==> src/rtl/ahbl_pkg.sv <==
// rtl/ahbl_pkg.sv - shared AHB-Lite and SBUS encodings
package ahbl_pkg;

  // AHB-Lite transfer types (only the two used by single-beat managers)
  localparam logic [1:0] HTRANS_IDLE   = 2'b00;
  localparam logic [1:0] HTRANS_NONSEQ = 2'b10;

  // AHB-Lite transfer sizes
  localparam logic [2:0] HSIZE_BYTE = 3'b000;
  localparam logic [2:0] HSIZE_HALF = 3'b001;
  localparam logic [2:0] HSIZE_WORD = 3'b010;

  // SBUS size encoding; 3 is reserved and always rejected
  localparam logic [1:0] SBUS_SIZE_BYTE    = 2'd0;
  localparam logic [1:0] SBUS_SIZE_HALF    = 2'd1;
  localparam logic [1:0] SBUS_SIZE_WORD    = 2'd2;
  localparam logic [1:0] SBUS_SIZE_ILLEGAL = 2'd3;

endpackage

==> src/rtl/sbus_to_ahbl.sv <==
// rtl/sbus_to_ahbl.sv - SBUS valid/ready initiator to single-beat AHB-Lite manager
module sbus_to_ahbl
  import ahbl_pkg::*;
#(
  parameter int         W_ADDR    = 32,
  parameter logic [3:0] HPROT_VAL = 4'h3
) (
  input  logic              clk,
  input  logic              rst,
  input  logic [W_ADDR-1:0] sbus_addr,
  input  logic              sbus_write,
  input  logic [1:0]        sbus_size,
  input  logic              sbus_vld,
  input  logic [31:0]       sbus_wdata,
  output logic              sbus_rdy,
  output logic              sbus_err,
  output logic [31:0]       sbus_rdata,
  output logic [W_ADDR-1:0] haddr,
  output logic              hwrite,
  output logic [1:0]        htrans,
  output logic [2:0]        hsize,
  output logic [2:0]        hburst,
  output logic [3:0]        hprot,
  output logic              hmastlock,
  input  logic              hready,
  input  logic              hresp,
  output logic [31:0]       hwdata,
  input  logic [31:0]       hrdata
);

  typedef enum logic [1:0] {
    ST_IDLE,
    ST_ADDR,
    ST_DATA,
    ST_RESP
  } state_e;

  // Natural alignment: halfwords on even addresses, words on 4-byte boundaries
  function automatic logic req_legal(input logic [1:0] size, input logic [1:0] addr_lo);
    case (size)
      SBUS_SIZE_BYTE:    return 1'b1;
      SBUS_SIZE_HALF:    return ~addr_lo[0];
      SBUS_SIZE_WORD:    return addr_lo == 2'b00;
      SBUS_SIZE_ILLEGAL: return 1'b0;
      default:           return 1'b0;
    endcase
  endfunction

  function automatic logic [2:0] to_hsize(input logic [1:0] size);
    case (size)
      SBUS_SIZE_BYTE: return HSIZE_BYTE;
      SBUS_SIZE_HALF: return HSIZE_HALF;
      default:        return HSIZE_WORD;
    endcase
  endfunction

  state_e              state_q, state_d;
  logic [W_ADDR-1:0]   haddr_q, haddr_d;
  logic                hwrite_q, hwrite_d;
  logic [2:0]          hsize_q, hsize_d;
  logic [1:0]          htrans_q, htrans_d;
  logic [31:0]         wdata_q, wdata_d;
  logic [31:0]         hwdata_q, hwdata_d;
  logic                rdy_q, rdy_d;
  logic                err_q, err_d;
  logic [31:0]         rdata_q, rdata_d;

  // Next-state and registered-output logic for the transfer sequencer
  always_comb begin
    state_d  = state_q;
    haddr_d  = haddr_q;
    hwrite_d = hwrite_q;
    hsize_d  = hsize_q;
    htrans_d = htrans_q;
    wdata_d  = wdata_q;
    hwdata_d = hwdata_q;
    rdy_d    = 1'b0;
    err_d    = err_q;
    rdata_d  = rdata_q;

    case (state_q)
      ST_IDLE: begin
        if (sbus_vld) begin
          if (req_legal(sbus_size, sbus_addr[1:0])) begin
            haddr_d  = sbus_addr;
            hwrite_d = sbus_write;
            hsize_d  = to_hsize(sbus_size);
            wdata_d  = sbus_wdata;
            htrans_d = HTRANS_NONSEQ;
            state_d  = ST_ADDR;
          end else begin
            // Rejected before touching the bus; answer on the next cycle
            rdy_d   = 1'b1;
            err_d   = 1'b1;
            state_d = ST_RESP;
          end
        end
      end

      ST_ADDR: begin
        if (hready) begin
          htrans_d = HTRANS_IDLE;
          hwdata_d = wdata_q;
          state_d  = ST_DATA;
        end
      end

      ST_DATA: begin
        // First ERROR cycle has hready low and is simply waited through
        if (hready) begin
          if (!hwrite_q && !hresp) begin
            rdata_d = hrdata;
          end
          err_d   = hresp;
          rdy_d   = 1'b1;
          state_d = ST_RESP;
        end
      end

      ST_RESP: begin
        state_d = ST_IDLE;
      end

      default: begin
        state_d = ST_IDLE;
      end
    endcase
  end

  // State and output registers with synchronous reset
  always_ff @(posedge clk) begin
    if (rst) begin
      state_q  <= ST_IDLE;
      haddr_q  <= '0;
      hwrite_q <= 1'b0;
      hsize_q  <= 3'b000;
      htrans_q <= HTRANS_IDLE;
      wdata_q  <= 32'h0;
      hwdata_q <= 32'h0;
      rdy_q    <= 1'b0;
      err_q    <= 1'b0;
      rdata_q  <= 32'h0;
    end else begin
      state_q  <= state_d;
      haddr_q  <= haddr_d;
      hwrite_q <= hwrite_d;
      hsize_q  <= hsize_d;
      htrans_q <= htrans_d;
      wdata_q  <= wdata_d;
      hwdata_q <= hwdata_d;
      rdy_q    <= rdy_d;
      err_q    <= err_d;
      rdata_q  <= rdata_d;
    end
  end

  assign haddr      = haddr_q;
  assign hwrite     = hwrite_q;
  assign hsize      = hsize_q;
  assign htrans     = htrans_q;
  assign hwdata     = hwdata_q;
  assign hburst     = 3'b000;
  assign hprot      = HPROT_VAL;
  assign hmastlock  = 1'b0;
  assign sbus_rdy   = rdy_q;
  assign sbus_err   = err_q;
  assign sbus_rdata = rdata_q;

endmodule

==> config.mk <==
export PLATFORM = sky130hd
export DESIGN_NAME = sbus_to_ahbl
export DESIGN_NICKNAME = d
export VERILOG_FILES = /design/src/rtl/ahbl_pkg.sv /design/src/rtl/sbus_to_ahbl.sv
export SDC_FILE = /design/constraint.sdc
export NUM_CORES = 1
export LEC_CHECK = 0
export ABC_CLOCK_PERIOD_IN_PS = 2029
export CORE_MARGIN = 5
export CORE_UTILIZATION = 42
export CTS_CLUSTER_DIAMETER = 150
export DETAILED_ROUTE_END_ITERATION = 16
export PLACE_DENSITY_LB_ADDON = 0.05
export SYNTH_ARGS = -nofsm -noshare
export SYNTH_HDL_FRONTEND = slang
export SYNTH_SLANG_ARGS = --single-unit
==> constraint.sdc <==
create_clock -name clk -period 2.03 [get_ports clk]
set_clock_uncertainty 0.2 [all_clocks]
set_input_delay 0.3045 -clock clk [delete_from_list [all_inputs] [get_ports clk]]
set_output_delay 0.3045 -clock clk [all_outputs]
set_load 0.03 [all_outputs]
==> impl_metrics.py <==
metrics = {
    "logic_synthesis": {
        "netlist_instances": 625,
        "synth.cell_area_um2": 5070,
        "ys_ff_latch": 136,
        "async_reset_ff_share_pct": 0,
        "yosys.area_share.simple_pct": 21.8,
        "synth_top_family_by_area": "simple AND/OR/NAND/NOR gates",
        "yosys.area.top_type_share_pct": 53.6,
        "synth-xor-area-share_pct": 0,
        "synth.most_common_cell": "nand2_1",
        "synth_mux_area_share_pct": 0.197,
        "postSynthAreaPerCell_um2": 8.12,
        "synth.distinct_cells": 32,
        "synth_common_cells": "nand2_1, dfxtp_1, a21oi_1",
        "synth-adder-area-share_pct": 0.986,
        "synth_compound_area_share_pct": 16.3,
        "yosysTopAreaCell": "dfxtp_1",
        "yosysWarnings": 0,
        "synth_ff_type": "dfxtp_1",
        "ys_top_cells_by_area": "dfxtp_1, nand2_1, a21oi_1",
        "ys_seq_area_share_pct": 53.6,
        "synth_edf_count": 0,
    },
    "grt": {
        "grt_max_degree": 66,
        "grt.overflow.total": 0,
        "grt_pass1_vias": 4684,
        "grt.total_usage_pct": 19.4,
        "grt_pass1_wl_mm": 22.7,
        "grt_antenna_before_repair": 0,
    },
    "layout": {
        "nFillCells": 1022,
        "instances_no_fill": 978,
        "synthToLayoutAreaGrowth_pct": 53.9,
        "layout-drive-gt1-share_pct": 9.51,
        "ff_latch_area_um2": 2720,
        "diodes": 0,
        "fin_nets": 929,
        "stdcell_area_um2": 7810,
        "final_util_pct": 65.6,
        "multi_input_area_um2": 2040,
    },
    "critical_path": {
        "crit_type": "flip-flop to primary output",
        "worstPathBufferInverterCount": 1,
        "start_kind": "flip-flop",
        "arrival_ps": 1460,
        "cp.depth": 1,
        "critPathTopFamily": "buffers and inverters",
        "worst_ep_required_time_ps": 1530,
        "crit_end": "hwdata[2]",
        "cp_slowest_cell": "clkdlybuf4s50_1",
        "end_kind": "primary output",
        "slowest_delay_ps": 690,
        "reg2regPathDepth": 7,
        "rrSetupSlack_ps": 160,
        "reg2reg_to": "htrans[1]",
        "crit_chain": "clkdlybuf4s50_1",
        "worst_r2r_startpoint": "state_q[0]",
        "crit_fanout": 2,
        "critical_path.startpoint": "hwdata[2]",
    },
    "place": {
        "postPlaceCellArea_um2": 7260,
        "dp.cells": 949,
        "gp_congestion": 0.773,
        "dp_hpwl_mm": 9.71,
        "preCtsSetupSlack_ps": -6.58,
        "portBuffers": 205,
    },
    "clock_tree": {
        "clock_sinks": 136,
        "clk_pin_slew_ps": 50,
        "cts_setup_buffers": 0,
        "htree_levels": 4,
        "cts_tree": "yes",
        "cts-root-buf": "clkbuf_16",
        "cts_made_buffers": 17,
        "clkLatencyLatePin_ps": 410,
        "ctsLongestPathBuffers": 2,
    },
    "power": {
        "pwr_density_cell_nw_per_um2": 967,
        "ir_worst_vdd_uv": 459,
        "p_leak_nw": 2.72,
    },
    "sta": {
        "final.setup.worst_slack_ps": 67.1,
        "slew_violations": 0,
        "finalHoldViolations": 0,
        "setup_viol": 0,
        "period_share_pct": 96.7,
        "fmax_mhz": 509,
        "rsz0062_at_grt": "no",
        "period_needed_ps": 1960,
        "tns_ps": 0,
    },
    "die": {
        "die-height_um": 120,
        "chipWidth_um": 120,
        "ios": 216,
        "row_count": 40,
        "start_util_pct": 42.6,
        "coreArea_um2": 11900,
        "dieArea_um2": 14400,
    },
    "routing": {
        "drtAntennaViolNets": 0,
        "drt_iter0_drc": 310,
        "post-route-drc-count": 0,
        "wire_per_inst_um": 14.2,
        "totalWireLength_mm": 13.9,
        "dr_total_vias": 4730,
        "viasPerCell": 4.84,
        "firstDrtPassIters": 4,
    },
    "status": {
        "status": "completed",
    },
    "run": {
        "max_cap_viol_count": 0,
    },
    "worst_hold_path": {
        "worstHoldPathType": "input pin to flip-flop",
    },
}
==> power breakdown <==
group | internal [W] | switching, W
clock | 0.00182 | 0.00103
combinational | 0.000729 | 0.000975
sequential | 0.00288 | 0.000112
total | 0.00544 | 0.00212
==> routing by layer <==
metal | track usage (%) | part of all wire, % | wire (um) | vias to the layer above
met4 | 8.45 | 2.4 | 340 | 0
met3 | 7.73 | 8.3 | 1150 | 26
met2 | 32.2 | 48 | 6670 | 163
met5 | 0 | 0 | 0 | -
li1 | - | - | - | 2387
met1 | 22.0 | 41 | 5740 | 2154
==> sequential cells by signal (all words and copies together), names as in the netlist <==
name	flops
hwrite	1
sbus_err	1
wdata_q	32
sbus_rdy	1
hsize	2
hwdata	32
sbus_rdata	32
htrans	1
haddr	32
state_q	2
==> placed cells by master, fill, tap and decap left out, types with 4 or more instances in the layout <==
| cell type | netlist | routed |
|---|---|---|
| inv_1 | 4 | 4 |
| nand2_2 | 10 | 10 |
| clkbuf_8 | 0 | 5 |
| clkbuf_16 | 0 | 17 |
| buf_12 | 1 | 9 |
| nand2_1 | 252 | 252 |
| dfxtp_1 | 136 | 136 |
| nor2_1 | 8 | 8 |
| clkbuf_1 | 17 | 4 |
| conb_1 | 2 | 10 |
| buf_4 | 11 | 10 |
| a21oi_1 | 112 | 112 |
| clkdlybuf4s50_1 | 0 | 203 |
| a21oi_2 | 20 | 20 |
==> cell type report <==
| cell class | instances | share of cell area [%] |
|---|---|---|
| Sequential cell | 136 | 34.9 |
| Timing Repair Buffer | 223 | 29.4 |
| Multi-Input combinational cell | 439 | 26.1 |
| Clock buffer | 26 | 6.52 |
| Tap cell | 147 | 2.36 |
| Clock inverter | 3 | 0.513 |
| Inverter | 4 | 0.192 |
==> through the flow <==
step | power [W] | hold slack [ps]
4_1_cts | 0.00764 | 133
6_report | 0.00755 | 153
2_1_floorplan | 0.00406 | 231
3_3_place_gp | 0.00472 | 236
3_5_place_dp | 0.00476 | 246
5_1_grt | 0.00790 | 157
==> kinds of logic (layout without fill, tap and decap cells) <==
family                     count (synthesis)  after routing
adders and majority gates                  4              4
DFF                                      136            136
other                                      2             10
buffers and inverters                     58            256
and+or+nand+nor                          281            281
muxes                                      1              1
AOI/OAI and AO/OA                        143            143
==> worst min-delay path by stage <==
stage                     cells past startpoint  slack, ps           start           to
after detailed placement                      2        250      wdata_q[4]    hwdata[4]
after global routing                          2        160             rst     haddr[3]
final                                         2        150             rst  wdata_q[17]
after floorplan                               2        230  sbus_wdata[14]  wdata_q[14]
after CTS                                     2        130             rst  wdata_q[17]
after global placement                        2        240     wdata_q[24]   hwdata[24]
==> what timing repair did <==
action | CTS | global route
cloned | 0 | 0
resized for setup | 1 | 1
hold buffers | 0 | 0
endpoints found under the setup margin | 1 | 34
(Power assumes the default switching activity.)
